### src/rtl/ef_qspi_xip_arb.sv
// Two-requester AHB-Lite read arbiter in front of a shared QSPI XIP controller.
// Reads are posted as pending requests and serviced one at a time with round-robin on ties.
module ef_qspi_xip_arb #(
  parameter int AW = 24
) (
  input  logic          HCLK,
  input  logic          HRESET,
  input  logic          HSEL_0,
  input  logic [1:0]    HTRANS_0,
  input  logic [AW-1:0] HADDR_0,
  input  logic          HWRITE_0,
  input  logic          HREADY_0,
  output logic          HREADYOUT_0,
  output logic [31:0]   HRDATA_0,
  input  logic          HSEL_1,
  input  logic [1:0]    HTRANS_1,
  input  logic [AW-1:0] HADDR_1,
  input  logic          HWRITE_1,
  input  logic          HREADY_1,
  output logic          HREADYOUT_1,
  output logic [31:0]   HRDATA_1,
  output logic          S_HSEL,
  output logic [1:0]    S_HTRANS,
  output logic [AW-1:0] S_HADDR,
  output logic          S_HREADY,
  input  logic          S_HREADYOUT,
  input  logic [31:0]   S_HRDATA,
  output logic [1:0]    GNT
);

  typedef enum logic [1:0] {IDLE, ISSUE, WAIT} state_e;

  state_e               state_q;
  logic [1:0]           pend_q;
  logic [1:0][AW-1:0]   addr_q;
  logic [1:0][31:0]     rdata_q;
  logic                 own_q;
  logic                 last_q;
  logic [1:0]           gnt_q;
  logic                 s_hsel_q;
  logic [1:0]           s_htrans_q;
  logic [AW-1:0]        s_haddr_q;

  logic [1:0]           acc;
  logic [1:0]           clr;
  logic [1:0][AW-1:0]   haddr;
  logic                 pick;

  // Only reads are queued; writes complete immediately and are dropped.
  assign acc[0] = HREADY_0 & HSEL_0 & (HTRANS_0 == 2'b10 || HTRANS_0 == 2'b11) & ~HWRITE_0;
  assign acc[1] = HREADY_1 & HSEL_1 & (HTRANS_1 == 2'b10 || HTRANS_1 == 2'b11) & ~HWRITE_1;
  assign haddr[0] = HADDR_0;
  assign haddr[1] = HADDR_1;

  assign clr  = (state_q == WAIT && S_HREADYOUT) ? gnt_q : 2'b00;
  // Tie goes to whoever was not served last.
  assign pick = (&pend_q) ? ~last_q : pend_q[1];

  always_ff @(posedge HCLK) begin
    if (HRESET) begin
      state_q    <= IDLE;
      pend_q     <= 2'b00;
      addr_q     <= '0;
      rdata_q    <= '0;
      own_q      <= 1'b0;
      last_q     <= 1'b1;
      gnt_q      <= 2'b00;
      s_hsel_q   <= 1'b0;
      s_htrans_q <= 2'b00;
      s_haddr_q  <= '0;
    end else begin
      pend_q <= (pend_q & ~clr) | acc;
      for (int i = 0; i < 2; i++)
        if (acc[i]) addr_q[i] <= haddr[i];
      unique case (state_q)
        IDLE: if (|pend_q) begin
          own_q      <= pick;
          gnt_q      <= pick ? 2'b10 : 2'b01;
          s_hsel_q   <= 1'b1;
          s_htrans_q <= 2'b10;
          s_haddr_q  <= addr_q[pick];
          state_q    <= ISSUE;
        end
        ISSUE: if (S_HREADYOUT) begin
          s_hsel_q   <= 1'b0;
          s_htrans_q <= 2'b00;
          state_q    <= WAIT;
        end
        WAIT: if (S_HREADYOUT) begin
          rdata_q[own_q] <= S_HRDATA;
          last_q         <= own_q;
          gnt_q          <= 2'b00;
          state_q        <= IDLE;
        end
        default: state_q <= IDLE;
      endcase
    end
  end

  assign HREADYOUT_0 = ~pend_q[0];
  assign HREADYOUT_1 = ~pend_q[1];
  assign HRDATA_0    = rdata_q[0];
  assign HRDATA_1    = rdata_q[1];
  assign S_HSEL      = s_hsel_q;
  assign S_HTRANS    = s_htrans_q;
  assign S_HADDR     = s_haddr_q;
  assign S_HREADY    = S_HREADYOUT;
  assign GNT         = gnt_q;

endmodule

### config.mk
export PLATFORM = sky130hd
export DESIGN_NAME = ef_qspi_xip_arb
export DESIGN_NICKNAME = d
export VERILOG_FILES = /design/src/rtl/ef_qspi_xip_arb.sv
export SDC_FILE = /design/constraint.sdc
export NUM_CORES = 1
export LEC_CHECK = 0
export ABC_CLOCK_PERIOD_IN_PS = 3850
export CAP_MARGIN = 15
export CORE_MARGIN = 8
export CORE_UTILIZATION = 51
export CTS_BUF_LIST = sky130_fd_sc_hd__clkbuf_4 sky130_fd_sc_hd__clkbuf_8
export CTS_CLUSTER_SIZE = 20
export DETAILED_ROUTE_END_ITERATION = 12
export PLACE_DENSITY = 0.95
export SLEW_MARGIN = 10
export SYNTH_ARGS = -nofsm -noshare
export SYNTH_HDL_FRONTEND = slang
export SYNTH_SLANG_ARGS = --single-unit
### constraint.sdc
create_clock -name HCLK -period 3.85 [get_ports HCLK]
set_clock_uncertainty 0.2 [all_clocks]
set_input_delay 0.9625 -clock HCLK [delete_from_list [all_inputs] [get_ports HCLK]]
set_output_delay 0.9625 -clock HCLK [all_outputs]
set_load 0.02 [all_outputs]
==> summary.txt <==
Outcome
  – Outcome: complete, no violations

GRT
  – First-pass GRT wire length: ~26000 um
  – Vias in the first global route: 5259
  – Global Route Usage Sum: around 22%
  – Largest net degree at the start of global routing: 64
  – Overflow after GRT: 0
  – Initial antenna violation count: 0

STA
  – Max frequency: ~0.31 GHz
  – Setup ws final: 0.619 ns
  – Final Max Tran Viols: 0
  – RSZ-0062 raised after global routing: false
  – Slew headroom: 31.6%
  – Pin slew with the least headroom to its limit: 1.03 ns
  – Endpoints failing setup: 0
  – Post-route minimum period: approximately 3.2 ns
  – Final TNS setup: 0 ns
  – Fin. Hold Viols: 0
  – Final cycle utilization of the critical path: a little over four fifths

Layout
  – Most common cell after layout, fill and taps aside: nand2_1
  – Most frequent cells in the layout: 276 x nand2_1, 184 x clkdlybuf4s50_1, 145 x dfxtp_1
  – Post-layout nets: 927
  – Layout cells sized above 1: between 8 and 9%
  – Area of the multi-input gates: 2310 um2
  – N_diodes: 0
  – Fill cells: 799
  – Area growth syn-to-layout: 39.2%
  – Reg area: 2900 um2

Worst setup path
  – Critical path arrival: 2.07 ns
  – Flop-to-flop setup slack: 1.81 ns
  – CP Launch Type: input pin
  – Worst Setup SP: S_HREADYOUT
  – CP Buf/Inv Count: 2
  – Critical path type: input pin to primary output
  – Crit Path Max Fanout: 2
  – Crit. End Element: primary output
  – CP dominant cell by count: clkdlybuf4s50_1
  – Critical path's slowest cell: clkdlybuf4s50_1
  – Top cell family by delay on the critical path: buffers and inverters
  – Cells along the critical path: clkdlybuf4s50_1, clkdlybuf4s50_1
  – Worst path max stage delay: 0.61 ns
  – Worst R2R Start: pend_q[0]$_SDFF_PP0_
  – Reg2reg end: S_HADDR[11]$_SDFFE_PP0P_
  – Worst path required time: between 2 and 3 ns
  – R2r worst-path depth: 3

Synth
  – Synth Warn #: 0
  – Synth unique cells: 30
  – #FFs+latches synth: 145
  – Syn_nets: between 700 and 800
  – Post-synth EDFFs: 0
  – Ys flop type: dfxtp_1
  – Seq/Total Area, Yosys: between 50% and 60%
  – Post-synth ARST share: 0%
  – Mean post-synth cell area: 8.21 um2
  – Mapped cell area: ~5600 um2
  – Mapped Cells: 677

Floorplanning
  – Starting Density: 51.7%
  – Full die area: 14500 um2
  – Die height: 120 um
  – Die Wd: 120 um
  – Io pins: 189
  – Core Region: between 10000 and 15000 um2
  – Std cell rows: 38

Flow run
  – Max cap viols: 0

Clock tree
  – CTS max path bufs: 2
  – CTS Buf Count: 17
  – CTS root buffer: clkbuf_8
  – # H-tree levels: 4
  – # clock sinks: approximately 150
  – TritonCTS clock tree: yes
  – Postcts setup bufs: 0
  – PostCTS Resize Cnt: 0
  – Worst-skew pair later-pin latency: 0.43 ns
  – Hold buffer count at cts: 0
  – Clock-pin slew on the worst setup and hold paths: approximately 0.080 ns

Pwr
  – Internal: 2290 uW
  – Sw frac: 24.9%
  – Switching power: 762 uW
  – Combinational share of power: 11.0%
  – Total leakage power: 0.00250 uW
  – Seq pwr share: 51.0%
  – PD cells: 395 nW/um2
  – Clock power frac: 38.0%
  – Peak supply drop: 0.000241 V

Placed design
  – Post-DP HPWL: 11600 um
  – IO Port Bufs: around 190
  – Final Wtd Congestion: approximately 0.79
  – Setup slack at placement: 0.625 ns

Worst hold path
  – Worst hold path class: register to register
  – Hold path cells: 2
  – HP Start: HRDATA_1[24]$_SDFFE_PP0P_
  – End of the worst hold path: HRDATA_1[24]$_SDFFE_PP0P_

Routing
  – Vias: 5340
  – DRC: 0
  – Vias per Instance: between 5 and 6
  – Final WL: around 17000 um
  – Avg WL per Cell: roughly 17 um
  – Routed Antenna Nets: 0
  – Iter 0 DRT Violations: 451
  – Drt first pass iters: 5
-- cells by family (layout without fill, tap and decap cells) --
kind of cell,count (synthesis),after routing,synth area share (%)
other cells,1,1,0.0675
simple gates,296,296,21.5
compound gates,174,174,20.0
flops,145,145,52.2
buf+inv,61,231,6.12
-- registers in the layout, summed over array words and instances, names as in the netlist --
| signal | flops |
|---|---|
| addr_q | 48 |
| last_q | 1 |
| S_HTRANS | 1 |
| GNT | 2 |
| S_HADDR | 24 |
| own_q | 1 |
| pend_q | 2 |
| state_q | 2 |
| HRDATA_0 | 32 |
| HRDATA_1 | 32 |
-- worst max path at each step --
stage / to / slack, ns / cells past startpoint
global route: S_HREADY / 0.60 / 2
finish: S_HREADY / 0.62 / 2
detailed placement: S_HREADY / 0.62 / 2
CTS: S_HREADY / 0.62 / 2
floorplan: S_HREADY / 1.59 / 1
global placement: S_HREADY / 0.65 / 2
-- worst reg2reg max path, cell delays in order, from the launching register on --
cell	delay (ns)
dfxtp_1	0.43
or2_1	0.82
a21oi_1	0.24
a311oi_2	0.27
-- stage by stage --
step,power [uW],hold WS [ns],instances,cell area (um2),util [%]
floorplan,1750,0.237,677,5560,-
global placement,1920,0.241,955,7350,68.4
detailed placement,1930,0.245,955,7350,68.4
CTS,3080,0.256,987,7740,72.0
global route,3160,0.278,987,7740,72.0
finish,3050,0.254,987,7740,72.0
-- layer usage --
metal / vias to the layer above / track usage [%] / part of all wire [%]
li1: 2551 / - / -
met1: 2521 / 25.1 / 40
met2: 230 / 39.4 / 50
met3: 38 / 5.55 / 7.5
met4: 0 / 10.5 / 3.0
met5: - / 0 / 0
-- cells in the mapped netlist (all sizes together), types with 2 or more instances --
library cell,n,area (um2)
a21oi,142,711
clkbuf,21,80.1
a221oi,2,17.5
or2,2,15.0
inv,3,11.3
nand2,276,1040
and4b,3,30.0
nand3b,2,15.0
a311oi,24,323
nand4b,3,26.3
buf,37,249
dfxtp,145,2900
nor2,6,37.5
-- power by group through the flow --
stage	sequential (uW)	clock [uW]	combinational, uW
after floorplan	1610	0	137
after global placement	1590	0	328
after detailed placement	1590	0	334
after CTS	1560	1180	336
after global routing	1560	1240	358
final	1560	1160	336
-- layout make-up --
type | count | share of cell area [%]
Multi-Input combinational cell | 471 | 29.9
Timing Repair Buffer | 196 | 25.1
Clock inverter | 14 | 1.83
Clock buffer | 18 | 3.20
Inverter | 3 | 0.146
Tap cell | 140 | 2.26
Sequential cell | 145 | 37.5
Note: power is estimated with default switching activity, not from simulation.
